## src/rtl/song_sequencer.sv

```systemverilog
// Beat-driven song sequencer: walks a {note, dur} ROM one entry per note,
// holding each note for dur beats, with start/stop/pause/loop control.
module song_sequencer #(
    parameter int ADDR_W = 8,
    parameter int NOTE_W = 6,
    parameter int DUR_W  = 4
) (
    input  logic                    clk,
    input  logic                    rst,
    input  logic                    beat_tick,
    input  logic                    start,
    input  logic                    stop,
    input  logic                    pause,
    input  logic                    loop,
    output logic [ADDR_W-1:0]       rom_addr,
    input  logic [NOTE_W+DUR_W-1:0] rom_data,
    output logic [NOTE_W-1:0]       note,
    output logic                    note_on,
    output logic                    playing,
    output logic                    song_done
);

    typedef enum logic [2:0] {IDLE, FETCH, LOAD, PLAY, PAUSED, DONE} state_t;

    state_t            state;
    logic              start_d;
    logic              pending_tick;
    logic [DUR_W-1:0]  remaining;
    logic [NOTE_W-1:0] rom_note;
    logic [DUR_W-1:0]  rom_dur;
    logic              eff_tick;

    assign rom_note = rom_data[NOTE_W+DUR_W-1:DUR_W];
    assign rom_dur  = rom_data[DUR_W-1:0];
    // A tick that landed during FETCH/LOAD is replayed on the first PLAY cycle.
    assign eff_tick = beat_tick | pending_tick;

    always_ff @(posedge clk) begin
        if (!rst) begin
            state        <= IDLE;
            start_d      <= 1'b0;
            pending_tick <= 1'b0;
            remaining    <= '0;
            rom_addr     <= '0;
            note         <= '0;
            note_on      <= 1'b0;
            playing      <= 1'b0;
            song_done    <= 1'b0;
        end else begin
            start_d   <= start;
            song_done <= 1'b0;
            if (stop && state != IDLE) begin
                state        <= IDLE;
                pending_tick <= 1'b0;
                rom_addr     <= '0;
                note         <= '0;
                note_on      <= 1'b0;
                playing      <= 1'b0;
            end else begin
                case (state)
                    IDLE: begin
                        pending_tick <= 1'b0;
                        rom_addr     <= '0;
                        note         <= '0;
                        note_on      <= 1'b0;
                        if (start && !start_d) begin
                            state   <= FETCH;
                            playing <= 1'b1;
                        end
                    end
                    FETCH: begin
                        pending_tick <= pending_tick | beat_tick;
                        state        <= LOAD;
                    end
                    LOAD: begin
                        pending_tick <= pending_tick | beat_tick;
                        if (rom_note == '1) begin
                            state     <= DONE;
                            song_done <= 1'b1;
                            note      <= '0;
                            note_on   <= 1'b0;
                        end else begin
                            state     <= PLAY;
                            note      <= rom_note;
                            note_on   <= (rom_note != '0);
                            remaining <= (rom_dur == '0) ? DUR_W'(1) : rom_dur;
                        end
                    end
                    PLAY: begin
                        pending_tick <= 1'b0;
                        if (pause) begin
                            state   <= PAUSED;
                            note_on <= 1'b0;
                        end else if (eff_tick) begin
                            if (remaining == DUR_W'(1)) begin
                                // Last address has no successor: treat as end of song.
                                if (rom_addr == '1) begin
                                    state     <= DONE;
                                    song_done <= 1'b1;
                                    note      <= '0;
                                    note_on   <= 1'b0;
                                end else begin
                                    state    <= FETCH;
                                    rom_addr <= rom_addr + 1'b1;
                                end
                            end else begin
                                remaining <= remaining - 1'b1;
                            end
                        end
                    end
                    PAUSED: begin
                        pending_tick <= 1'b0;
                        if (!pause) begin
                            state   <= PLAY;
                            note_on <= (note != '0);
                        end
                    end
                    DONE: begin
                        pending_tick <= 1'b0;
                        rom_addr     <= '0;
                        if (loop) begin
                            state <= FETCH;
                        end else begin
                            state   <= IDLE;
                            playing <= 1'b0;
                        end
                    end
                    default: begin
                        state   <= IDLE;
                        playing <= 1'b0;
                    end
                endcase
            end
        end
    end

endmodule
```

## config.mk

```make
export PLATFORM = sky130hd
export DESIGN_NAME = song_sequencer
export DESIGN_NICKNAME = d
export VERILOG_FILES = /design/src/rtl/song_sequencer.sv
export SDC_FILE = /design/constraint.sdc
export NUM_CORES = 1
export LEC_CHECK = 0
export ABC_AREA = 1
export ABC_CLOCK_PERIOD_IN_PS = 1900
export BUFFER_PORTS_ARGS = -buffer_cell sky130_fd_sc_hd__buf_2
export CORE_MARGIN = 2
export CORE_UTILIZATION = 40
export CTS_BUF_LIST = sky130_fd_sc_hd__clkbuf_4
export CTS_CLUSTER_DIAMETER = 150
export DETAILED_ROUTE_END_ITERATION = 6
export HOLD_SLACK_MARGIN = 0.12
export PLACE_DENSITY = 0.71
export SLEW_MARGIN = 40
export SYNTH_ARGS = -nofsm -noshare
export SYNTH_HDL_FRONTEND = slang
export SYNTH_SLANG_ARGS = --single-unit
```

## constraint.sdc

```tcl
create_clock -name clk -period 1.9 [get_ports clk]
set_clock_uncertainty 0.15 [all_clocks]
set_input_delay 0.38 -clock clk [delete_from_list [all_inputs] [get_ports clk]]
set_output_delay 0.38 -clock clk [all_outputs]
set_load 0.03 [all_outputs]
```

==> impl_results.md <==
- Most frequent cells in the layout: 74 x nand2_1, 44 x nor2_1, 34 x inv_1
- Cell row count: 23
- Startpoint type of the worst setup path: register
- # fillers: 407
- Synth warn: 0
- GRT overflow: 0
- RSZ-0062 raised after global routing: false
- Pin count of the biggest net entering global routing: 16
- Crit Path Class: reg -> reg
- Worst Setup SP: state[1]
- Worst path arrival time: 1860 ps
- Vias per cell: 4.702
- Mapped Nets: approximately 280
- Pwr dens: roughly 750 nW/um^2
- Sequential share of the synthesized area: 0.3227
- Routability Congestion: 0.8956
- Final Max Tran Viols: 0
- Post CTS Setup Buffer Count: 0
- Met1 Resource Use GR: 0.2321
- Htree depth: 1
- Clock buffer depth: 2
- Main flop type after synthesis: dfxtp_1
- Power share of the clock group: 0.272
- Vias in the first global route: 1419
- Final hold violation count: 0
- Commonest non-fill, non-tap cell in the layout: nand2_1
- Number of routed nets with antenna violations: 0
- Int Pwr: 958.4 uW
- Die Y: ~67 um
- Via Count: 1655
- NetSw: about 500 uW
- DRT Wirelength: 3.589 mm
- Clock sink count: 26
- Ant. Diodes: 0
- Total CTS buffers: 3
- HPWL Detailed: about 2.8 mm
- Worst EP required: 2040 ps
- CP Capture Type: register
- Final number of setup-violating endpoints: 0
- Met2 usage: 0.2757
- Relative slew margins: 0.7822
- Critical Path Fanout Max: 9
- CORE AREA: 3943 sq um
- Ys async rst share: 0
- Top Ports: 34
- Max IR drop VDD: 0.2760 mV
- Yosys reg bits: 26
- Hold Startpoint: rst
- Clk root buf: clkbuf_4
- # DRC: 0
- Clock latency on the worst-skew pair: 340 ps
- Tcrit/Tclk final: 0.9057
- Final #Nets: ~320
- Reg power frac: 0.415
- Layout cells sized above 1: 0.2185
- Global-route wire length before repair: 6.037 mm
- Period minus WS final: 1721 ps
- Max Cap Violations: 0
- Status: complete, no violations
- Min-Delay Path Class: in -> reg
- Leakage: approximately 0.00096 uW
- Clock transition at path regs: 160 ps
- Starting Density: 0.4091
- Post-synth EDFFs: 0
- Worst r2r src: state[1]
- Distinct cells, synth: 27
- GRT busiest layer: met2
- Mapped Cells: 258
- Switch share: 0.3473
- Syn-to-layout area delta: 21.18%
- Wire per inst: roughly 10 um
- Total track usage: 0.1703
- Drt pass-1 iters: 4
- Met3 Usage GRT: 0.02000
- TritonCTS clock tree: done
- Initial antenna violation count: 0
- Non-Filler Instances: 352
- Placed insts: 347
- Mean Syn Cell Area: around 6.3 sq um
- 1st-iter DRT viols: 109
- IO buf count: 33
- Setup TNS Final: 0 ps
- Die area: 4556 sq um
- Least-Margin Pin Slew: about 330 ps
- Highest clock rate: roughly 580 MHz
- Combinational share of power: 0.313
- Die X-Extent: slightly below 70 um
- Synth Cell Area: 1613 sq um
==> kinds of logic after synthesis <==
logic type,count (synthesis),share of synthesized area
flops,26,0.3227
fa+ha+maj,3,0.02328
buf+inv,40,0.1001
simple gates,154,0.4205
xor+xnor,1,0.005432
compound gates,34,0.1280
==> power groups by stage <==
| stage | combinational, uW | sequential (uW) | clock (uW) |
|---|---|---|---|
| CTS | 452 | 610 | 408 |
| floorplan | 288 | 659 | 0 |
| detailed placement | 449 | 622 | 0 |
| global route | 518 | 616 | 428 |
| finish | 459 | 609 | 400 |
| global placement | 446 | 621 | 0 |
==> routing by layer <==
layer | up-vias | wire length, um
met1 | 717 | 1756
met5 | - | 0
li1 | 901 | -
met3 | 5 | 126
met2 | 32 | 1657
met4 | 0 | 48
==> stage by stage <==
step / util / total power (uW) / instance area (sq um) / setup WS, ps / hold WS [ps]
6_report: 0.4957 / 1468 / 1954 / 179.1 / 146.7
2_1_floorplan: - / 946.7 / 1613 / 93.66 / 293.7
3_5_place_dp: 0.4779 / 1071 / 1884 / 201.8 / 307.0
5_1_grt: 0.4957 / 1562 / 1954 / 16.26 / 146.1
3_3_place_gp: 0.4779 / 1067 / 1884 / 228.5 / 303.1
4_1_cts: 0.4938 / 1470 / 1947 / 159.0 / 144.6
==> sequential cells by signal, summed over array words and instances, names as in the netlist <==
register      cells
note_on           1
pending_tick      1
remaining         4
rom_addr          8
state             3
note              6
playing           1
song_done         1
start_d           1
==> worst paths after layout <==
path / endpoint / slack, ps / cells past startpoint
setup / recovery: rom_addr[6] / 180 / 7
hold / removal: start_d / 150 / 3
setup reg to reg: rom_addr[6] / 180 / 7
hold reg to reg: pending_tick / 320 / 2
==> Yosys cell counts, types with 2 or more instances <==
cell type / count / area share
a21oi_1: 17 / 0.053
dfxtp_1: 26 / 0.32
ha_1: 3 / 0.023
inv_1: 35 / 0.081
inv_2: 2 / 0.0047
nand2_1: 74 / 0.17
nand2_2: 3 / 0.012
nand3_1: 20 / 0.062
nand3_2: 3 / 0.019
nand4_1: 3 / 0.012
nor2_1: 44 / 0.10
nor2_2: 2 / 0.0078
o21ai_0: 9 / 0.028
o21bai_1: 2 / 0.0093
o21bai_2: 3 / 0.021
==> critical path, cell delays in order, from the launching register on <==
cell     delay, ps
dfxtp_1        530
nand3_4        190
inv_4          150
nand3_2        120
nand3_4        160
buf_4          150
nand2_1         50
a21oi_1        140
==> layout make-up <==
type                            count  area [sq um]  area share
Timing Repair Buffer               42         235.2      0.1204
Multi-Input combinational cell    192         938.4      0.4802
Inverter                           38         145.1     0.07426
Sequential cell                    26         520.5      0.2663
Clock buffer                        3         22.52     0.01152
Clock inverter                      1         30.03     0.01536
Tap cell                           50         62.56     0.03201
==> repair_timing <==
item | 4_1_cts | 5_1_grt
hold buffers | 1 | 0
gates resized for setup | 0 | 2
endpoints found under the hold margin | 1 | 0
setup endpoints to repair | 0 | 6
(Power assumes the default switching activity.)
